## config.mk

```make
export PLATFORM = sky130hd
export DESIGN_NAME = mem_rr_arbiter_flat
export DESIGN_NICKNAME = d
export VERILOG_FILES = /design/src/rtl/mem_rr_arbiter_if.sv /design/src/rtl/mem_rr_arbiter.sv /design/src/flat_wrapper.sv
export SDC_FILE = /design/constraint.sdc
export NUM_CORES = 1
export LEC_CHECK = 0
export ABC_AREA = 1
export CAP_MARGIN = 30
export CORE_AREA = 2 2 78 80
export CTS_CLUSTER_DIAMETER = 100
export DETAILED_ROUTE_END_ITERATION = 10
export DIE_AREA = 0 0 80 82
export DONT_BUFFER_PORTS = 1
export PLACE_DENSITY = 0.47
export SYNTH_ARGS = -nofsm -noshare
export SYNTH_HDL_FRONTEND = slang
export SYNTH_SLANG_ARGS = --single-unit
```

## constraint.sdc

```tcl
create_clock -name sys_clk -period 1.8 [get_ports sys_clk]
set_input_delay 0.36 -clock sys_clk [delete_from_list [all_inputs] [get_ports sys_clk]]
set_output_delay 0.36 -clock sys_clk [all_outputs]
set_load 0.03 [all_outputs]
```

## src/rtl/mem_rr_arbiter_if.sv

```systemverilog
// Shared-memory arbiter bus bundle: per-requester request slices on one side,
// the single q_m memory bus on the other. The arbiter takes the slave view;
// the requesters and the memory decode together take the master view.
interface mem_rr_arbiter_if #(
  parameter int NREQ = 3
);

  // Requester side, packed slices indexed by requester number
  logic [NREQ-1:0]    req_access;
  logic [NREQ*19-1:0] req_addr;
  logic [NREQ*16-1:0] req_data_out;
  logic [NREQ-1:0]    req_wr_en;
  logic [NREQ*2-1:0]  req_bytesel;
  logic [NREQ-1:0]    req_ack;
  logic [15:0]        req_data_in;

  // Shared q_m memory bus side
  logic [18:0]        q_m_addr;
  logic [15:0]        q_m_data_out;
  logic               q_m_wr_en;
  logic [1:0]         q_m_bytesel;
  logic               q_m_access;
  logic               q_m_ack;
  logic [15:0]        q_m_data_in;

  modport slave (
    input  req_access, req_addr, req_data_out, req_wr_en, req_bytesel,
    output req_ack, req_data_in,
    output q_m_addr, q_m_data_out, q_m_wr_en, q_m_bytesel, q_m_access,
    input  q_m_ack, q_m_data_in
  );

  modport master (
    output req_access, req_addr, req_data_out, req_wr_en, req_bytesel,
    input  req_ack, req_data_in,
    input  q_m_addr, q_m_data_out, q_m_wr_en, q_m_bytesel, q_m_access,
    output q_m_ack, q_m_data_in
  );

endinterface

```

## src/rtl/mem_rr_arbiter.sv

```systemverilog
// Round-robin arbiter sharing the q_m memory bus between the Core instruction
// bus (0), Core data bus (1) and DMA/blitter (2). A grant is held until the
// slave acks; a watchdog forces completion if the slave never answers, and a
// one-cycle DRAIN state soaks up late acks after a timeout or an abort.
module mem_rr_arbiter #(
  parameter int NREQ    = 3,
  parameter int TIMEOUT = 64
) (
  input  logic            sys_clk,
  input  logic            reset,
  mem_rr_arbiter_if.slave bus,
  output logic [NREQ-1:0] grant,
  output logic            timeout_err
);

  localparam int IW = (NREQ > 1) ? $clog2(NREQ) : 1;
  localparam int TW = (TIMEOUT > 1) ? $clog2(TIMEOUT) : 1;
  localparam logic [TW-1:0] TLAST = TW'(TIMEOUT - 1);

  typedef enum logic [1:0] {
    ST_IDLE  = 2'd0,
    ST_BUSY  = 2'd1,
    ST_DRAIN = 2'd2
  } state_t;

  state_t          r_state;
  logic [NREQ-1:0] r_grant;
  logic [IW-1:0]   r_owner;
  logic [IW-1:0]   r_last;
  logic [TW-1:0]   r_tcnt;
  logic            r_timeoutErr;

  logic            w_winFound;
  logic [IW-1:0]   w_winIdx;
  int              w_scanIdx;
  logic            w_busy;
  logic            w_ownReq;
  logic            w_done;
  logic            w_abort;
  logic            w_timeout;
  int              w_addrBase;
  int              w_dataBase;
  int              w_selBase;

  assign grant       = r_grant;
  assign timeout_err = r_timeoutErr;

  // Round-robin winner: first requester found scanning upward from last+1
  always_comb begin
    w_winFound = 1'b0;
    w_winIdx   = '0;
    w_scanIdx  = 0;
    for (int k = 1; k <= NREQ; k++) begin
      w_scanIdx = (int'(r_last) + k) % NREQ;
      if (!w_winFound && bus.req_access[w_scanIdx]) begin
        w_winFound = 1'b1;
        w_winIdx   = IW'(w_scanIdx);
      end
    end
  end

  // Owner status in BUSY: abort wins over ack, ack wins over the watchdog
  always_comb begin
    w_busy    = (r_state == ST_BUSY);
    w_ownReq  = bus.req_access[r_owner];
    w_abort   = w_busy & ~w_ownReq;
    w_done    = w_busy &  w_ownReq &  bus.q_m_ack;
    w_timeout = w_busy &  w_ownReq & ~bus.q_m_ack & (r_tcnt == TLAST);
  end

  // Shared bus mux: owner's slice while BUSY, all zero otherwise
  always_comb begin
    w_addrBase       = 19 * int'(r_owner);
    w_dataBase       = 16 * int'(r_owner);
    w_selBase        = 2 * int'(r_owner);
    bus.q_m_addr     = '0;
    bus.q_m_data_out = '0;
    bus.q_m_wr_en    = 1'b0;
    bus.q_m_bytesel  = '0;
    bus.q_m_access   = 1'b0;
    if (w_busy) begin
      bus.q_m_addr     = bus.req_addr[w_addrBase +: 19];
      bus.q_m_data_out = bus.req_data_out[w_dataBase +: 16];
      bus.q_m_wr_en    = bus.req_wr_en[r_owner];
      bus.q_m_bytesel  = bus.req_bytesel[w_selBase +: 2];
      bus.q_m_access   = w_ownReq & ~bus.q_m_ack;
    end
  end

  // Completion back to the owner: slave data on ack, all-ones on timeout
  always_comb begin
    bus.req_ack     = '0;
    bus.req_data_in = '0;
    if (w_done) begin
      bus.req_ack     = NREQ'(1) << r_owner;
      bus.req_data_in = bus.q_m_data_in;
    end else if (w_timeout) begin
      bus.req_ack     = NREQ'(1) << r_owner;
      bus.req_data_in = 16'hFFFF;
    end
  end

  // Arbitration FSM: grant in IDLE, hold through BUSY, one DRAIN cycle after faults
  always_ff @(posedge sys_clk or posedge reset) begin
    if (reset) begin
      r_state      <= ST_IDLE;
      r_grant      <= '0;
      r_owner      <= '0;
      r_last       <= IW'(NREQ - 1);
      r_tcnt       <= '0;
      r_timeoutErr <= 1'b0;
    end else begin
      case (r_state)
        ST_IDLE: begin
          if (w_winFound) begin
            r_grant <= NREQ'(1) << w_winIdx;
            r_owner <= w_winIdx;
            r_tcnt  <= '0;
            r_state <= ST_BUSY;
          end
        end
        ST_BUSY: begin
          if (w_abort) begin
            r_grant <= '0;
            r_state <= ST_DRAIN;
          end else if (w_done) begin
            r_last  <= r_owner;
            r_grant <= '0;
            r_state <= ST_IDLE;
          end else if (w_timeout) begin
            r_timeoutErr <= 1'b1;
            r_last       <= r_owner;
            r_grant      <= '0;
            r_state      <= ST_DRAIN;
          end else begin
            r_tcnt <= r_tcnt + 1'b1;
          end
        end
        ST_DRAIN: begin
          r_state <= ST_IDLE;
        end
        default: begin
          r_grant <= '0;
          r_state <= ST_IDLE;
        end
      endcase
    end
  end

endmodule

```

## src/flat_wrapper.sv

```systemverilog
// flat-port wrapper written by rule: the top's interface ports become plain ports
module mem_rr_arbiter_flat 
#(
  parameter int NREQ    = 3,
  parameter int TIMEOUT = 64
)
  (sys_clk, reset, grant, timeout_err, bus_req_access, bus_req_addr, bus_req_data_out, bus_req_wr_en, bus_req_bytesel, bus_req_ack, bus_req_data_in, bus_q_m_addr, bus_q_m_data_out, bus_q_m_wr_en, bus_q_m_bytesel, bus_q_m_access, bus_q_m_ack, bus_q_m_data_in);
  mem_rr_arbiter_if #(.NREQ(NREQ)) bus_i ();
  input  logic sys_clk;
  input  logic reset;
  output logic [NREQ-1:0] grant;
  output logic timeout_err;
  input wire logic [$bits(bus_i.req_access)-1:0] bus_req_access;
  input wire logic [$bits(bus_i.req_addr)-1:0] bus_req_addr;
  input wire logic [$bits(bus_i.req_data_out)-1:0] bus_req_data_out;
  input wire logic [$bits(bus_i.req_wr_en)-1:0] bus_req_wr_en;
  input wire logic [$bits(bus_i.req_bytesel)-1:0] bus_req_bytesel;
  output wire logic [$bits(bus_i.req_ack)-1:0] bus_req_ack;
  output wire logic [$bits(bus_i.req_data_in)-1:0] bus_req_data_in;
  output wire logic [$bits(bus_i.q_m_addr)-1:0] bus_q_m_addr;
  output wire logic [$bits(bus_i.q_m_data_out)-1:0] bus_q_m_data_out;
  output wire logic [$bits(bus_i.q_m_wr_en)-1:0] bus_q_m_wr_en;
  output wire logic [$bits(bus_i.q_m_bytesel)-1:0] bus_q_m_bytesel;
  output wire logic [$bits(bus_i.q_m_access)-1:0] bus_q_m_access;
  input wire logic [$bits(bus_i.q_m_ack)-1:0] bus_q_m_ack;
  input wire logic [$bits(bus_i.q_m_data_in)-1:0] bus_q_m_data_in;
  assign bus_i.req_access = bus_req_access;
  assign bus_i.req_addr = bus_req_addr;
  assign bus_i.req_data_out = bus_req_data_out;
  assign bus_i.req_wr_en = bus_req_wr_en;
  assign bus_i.req_bytesel = bus_req_bytesel;
  assign bus_req_ack = bus_i.req_ack;
  assign bus_req_data_in = bus_i.req_data_in;
  assign bus_q_m_addr = bus_i.q_m_addr;
  assign bus_q_m_data_out = bus_i.q_m_data_out;
  assign bus_q_m_wr_en = bus_i.q_m_wr_en;
  assign bus_q_m_bytesel = bus_i.q_m_bytesel;
  assign bus_q_m_access = bus_i.q_m_access;
  assign bus_i.q_m_ack = bus_q_m_ack;
  assign bus_i.q_m_data_in = bus_q_m_data_in;
  mem_rr_arbiter #(.NREQ(NREQ), .TIMEOUT(TIMEOUT)) u_core (.sys_clk(sys_clk), .reset(reset), .bus(bus_i), .grant(grant), .timeout_err(timeout_err));
endmodule
```

# After elaboration in Yosys (flattened, before gate mapping)

Index checks and enable logic that the tools add are counted.

Register bits: 16
Input port bits: 136

Order comparisons: 4
Equal/unequal tests: 8
Shift operators: 5
Reductions and logical operators: 13
$add $sub $neg: 4
Multiply operators: 1
Bitwise gates (word level): 11
Muxes and demuxes: 45
Div/mod/pow operators: 3

Operators with widths:

| operator                                                                       | count |
|---|---|
| 32-bit by 4-bit less-than comparator with 1-bit output (second input constant) | 3 |
| 32-bit by 3-bit remainder unit with 32-bit output (second input constant)      | 3 |
| 57-bit by 32-bit variable part select with 19-bit output                       | 1 |
| 16-bit 2-to-1 mux                                                              | 3 |
| 48-bit by 7-bit variable part select with 16-bit output                        | 1 |
| 6-bit 2-to-1 mux                                                               | 4 |
| 2-bit 2-to-1 mux                                                               | 10 |
| 19-bit 2-to-1 mux                                                              | 1 |
| 3-bit 2-to-1 mux                                                               | 6 |
| 1-bit 2-to-1 mux                                                               | 13 |
| 6-bit case mux with 2 select lines                                             | 1 |
| 1-bit binary-select mux with 2-bit select                                      | 5 |
| 3-bit case mux with 3 select lines                                             | 1 |
| 5-bit by 2-bit multiplier with 7-bit output (first input constant)             | 1 |
| 2-bit by 2-bit adder with 3-bit output (second input constant)                 | 2 |
| 6-bit by 1-bit adder with 6-bit output (second input constant)                 | 1 |
| 1-bit bitwise AND                                                              | 6 |
| 6-bit == test (second input constant)                                          | 1 |
| 2-bit != test (second input constant)                                          | 3 |
| 3-bit AND reduction                                                            | 2 |
| 6-bit by 4-bit variable part select with 2-bit output                          | 1 |
| 1-bit by 2-bit left shift with 3-bit output (first input constant)             | 2 |
| 1-bit NOT                                                                      | 5 |
| 5-bit AND reduction                                                            | 1 |
| other kinds (13)                                                               | 17 |

# Depth between registers and ports, before layout

Word-level depth: 15
Depth in mapped cells: 12

# Worst setup path before layout

Ideal clock, no wire load.

Kind: reg-to-output
From: register u_core.r_tcnt[0]
To: output port bus_req_ack[0]
Cell stages (with the launch flop): 11
Setup slack: -0.435 ns
Data required time: 1.440 ns
Data arrival time: 1.875 ns
Path through: dfrtp_1 -> ha_1 -> nand2_1 -> inv_1 -> nand2_1 -> nor2_1 -> nand2_1 -> nand2_1 -> nand3_2 -> buf_2 -> nor3_1

Cells in the longest elaborated chain, start to end: 4

RTL lines:

| what                   | line                  | RTL |
|---|---|---|
| from (decl)            | mem_rr_arbiter.sv:30  | `logic [TW-1:0] r_tcnt;` |
| from (signal assigned) | mem_rr_arbiter.sv:136 | `r_tcnt <= r_tcnt + 1'b1;` |
| 6-bit == test          | mem_rr_arbiter.sv:68  | `w_timeout = w_busy & w_ownReq & ~bus.q_m_ack & (r_tcnt == TLAST);` |
| 1-bit bitwise AND      | mem_rr_arbiter.sv:68  |  |
| 3-bit 2-to-1 mux       | mem_rr_arbiter.sv:97  | `end else if (w_timeout) begin` |
| 3-bit 2-to-1 mux       | mem_rr_arbiter.sv:94  | `if (w_done) begin` |
| to (decl)              | flat_wrapper.sv:18    | `output wire logic [$bits(bus_i.req_ack)-1:0] bus_req_ack;` |

No other way between the ends.

# Final worst setup path

Same ends and word-level chain as after synthesis.

==> summary.md <==
| Metric | Value |
|---|---|
| DP HPWL | 5510 um |
| Failing checks | negative setup slack |
| Most frequent cells in the layout | 94 x nand2_1, 59 x nand2_2, 34 x inv_2, 29 x buf_6 |
| M3 GR Usage | ~4.6% |
| Peak VDD IR | 0.918 mV |
| Status | finished, violations left |
| GRT Util Overall | 21.9% |
| Worst path required time | about 1400 ps |
| Final Cycle Share | 121% |
| Core area | around 5700 um2 |
| FFs w/ async S/R, synth | 100% |
| Worst Tran Pin Value | 623 ps |
| WL/cell | 16.2 um |
| Synthesis-stage register bit count | 16 |
| Crit end category | output pin |
| Synthesis-to-finish area growth | 80.6% |
| Period minus WS final | 2180 ps |
| Initial antenna violation count | 0 |
| Die Y-Extent | 82 um |
| Leakage | roughly 2.0 nW |
| Proportion of layout cells with a drive suffix above 1 | 57.6% |
| Setup slack after layout | -384 ps |
| Crit start category | flop |
| Hold Crit Class | input port to asynchronous set/reset pin |
| Total power | 6.92 mW |
| Commonest non-fill, non-tap cell in the layout | nand2_1 |
| Worst-Skew Late Latency | 250 ps |
| Global-route wire length before repair | approximately 11000 um |
| Placed cells | 506 |
| Cell taking the most area after synthesis | nand2_1 |
| Gr busiest metal | met2 |
| Clk sinks | 16 |
| Pwr Density | ~1800 nW/um2 |
| Final hold vios | 0 |
| Max clock buf depth | 2 |
| FP Rows | 28 |
| CP Max Fanout | 4 |
| Syn avg cell area | ~5.3 um2 |
| Arrival time worst endpoint | 1820 ps |
| Number of diodes | 0 |
| Synth warn | 0 |
| # DRC | 0 |
| DR vias | 2766 |
| Syn Inst Count | 403 |
| Synthesized cell area | 2120 um2 |
| Top cell type's share of synthesized area | 30.5% |
| Initial drt markers | roughly 120 |
| Post-placement setup slack | -161 ps |
| Sequential fraction of the synthesis area | 18.9% |
| Maxcap violations | 0 |
| I/O Pins | 198 |
| TritonRoute pass-1 iters | 4 |
| Layout Nets | 604 |
| Fmax | between 0.4 and 0.5 GHz |
| Grt total ovfl | 0 |
| TritonCTS clock tree | built |
| Clock slew at reported path FFs | 60 ps |
| Post-synth EDFFs | 0 |
| Crit path kind | flop to output pin |
| Die area | 6560 um2 |
| Root Driver | clkbuf_8 |
| Synth top area cells | nand2_1 30%, dfrtp_1 18%, inv_1 11% |
| Vias in the first global route | 2489 |
| Fin cells | 537 |
| Main synth FF type | dfrtp_1 |
| Total Wirelength | around 8700 um |
| Antenna-violating nets left | 0 |
| Initial Util | 36.9% |
| Netlist cell types | 22 |
| TritonCTS Buffers | 3 |
| Final Max Slew Viols | 0 |
| Mean number of vias per cell | 5.15 |
| RSZ-0062 raised after global routing | yes |
| Max H-tree Level | 1 |
| Port Buffers | 0 |
| GPL Wtd Cong | 0.801 |
| Worst slew margin | 58.4% |
| Largest net degree at the start of global routing | 31 |
| Final setup vio count | 63 |
| Hold_buf cts | 0 |
| Worst Skew | 5.87 ps |
| Met2 usage | 41.4% |
| Syn Nets | 544 |
| Die width | 80 um |
| Met1 usage | 26.2% |
## layout make-up
cell class | count | area (um2)
fillers | 491 | 1920
flip-flops and latches | 16 | 404
repair buffers | 74 | 942
inverters | 65 | 282
multi-input cells | 303 | 2060
clock buffers | 4 | 45.0
well taps | 75 | 93.8
## cell families (layout without fill, tap and decap cells)
family / Yosys count / in the layout / share of synthesized area (%)
and+or+nand+nor: 257 / 257 / 48.9
adders and majority gates: 5 / 5 / 2.95
DFF: 16 / 16 / 18.9
AOI/OAI and AO/OA: 40 / 40 / 13.0
buffers and inverters: 84 / 143 / 15.7
xor gates and xnor gates: 1 / 1 / 0.413
## metal layers
metal	share of wire, %	vias to the layer above
met1	38	1276
met4	0.90	0
met5	0	-
met3	7.6	6
li1	-	1362
met2	53	122
## timing repair
item	in CTS	in global routing
pin swaps	16	15
setup buffers	14	7
endpoints found under the hold margin	0	0
cloned	6	4
setup endpoints to repair	68	69
gates resized for setup	170	99
## registers in the layout (all words and copies together) (netlist names)
name,count
u_core.grant,3
u_core.r_tcnt,6
u_core.r_last,2
u_core.r_owner,2
u_core.timeout_err,1
u_core.r_state,2
## synth_stat cells (2+ instances only)
library cell and n:
inv_1 61, ha_1 5, nand3_2 3, dfrtp_1 15
nor3_1 4, clkbuf_1 5, o21ai_0 9, nand3_1 21
a22oi_1 29, inv_2 3, nor3b_1 2, buf_2 14
nor2_1 49, nand4_1 4, nand2_1 172
## final timing paths
| kind | start | to | slack [ps] | cells after the start |
|---|---|---|---|---|
| max | u_core.r_tcnt[0]$_DFFE_PP0P_ | bus_req_ack[0] | -380 | 11 |
| min | reset | u_core.r_tcnt[2]$_DFFE_PP0P_ | 70 | 1 |
| max reg2reg | u_core.r_last[1]$_DFFE_PP1P_ | u_core.r_tcnt[4]$_DFFE_PP0P_ | -40 | 12 |
| min reg2reg | u_core.r_tcnt[4]$_DFFE_PP0P_ | u_core.r_tcnt[4]$_DFFE_PP0P_ | 500 | 2 |
| max in group asynchronous | reset | u_core.r_owner[1]$_DFFE_PP0P_ | 1290 | 1 |
| min in group sys_clk | bus_req_access[1] | u_core.r_state[1]$_DFFE_PP0P_ | 400 | 3 |
## critical path, cell delays in order, from the launching register on
cell and delay, ps:
dfrtp_1 350, ha_2 190, nand2_2 50, inv_2 50, nand2_2 50, nor2_2 90
nand2_1 90, nand2_2 100, nand3_4 140, buf_12 180, nor3_4 120, buf_6 150
## through the flow
stage                     util [%]  cell area (um2)  hold WS [ps]  TNS (ps)
final                         66.6             3830          70.2    -11500
after global routing          66.6             3830           123    -18080
after CTS                     59.5             3420           104    -11460
after detailed placement      45.8             2630           373     -3210
after global placement        45.8             2630           375     -2400
after floorplan                  -             2230           273      -921
## power by group
group / switching [mW] / internal, mW / total (mW)
logic: 3.65 / 2.36 / 6.01
clock network: 0.121 / 0.157 / 0.278
registers: 0.158 / 0.474 / 0.632
total: 3.93 / 2.99 / 6.92
No activity file was read; power rests on OpenSTA's default activity.
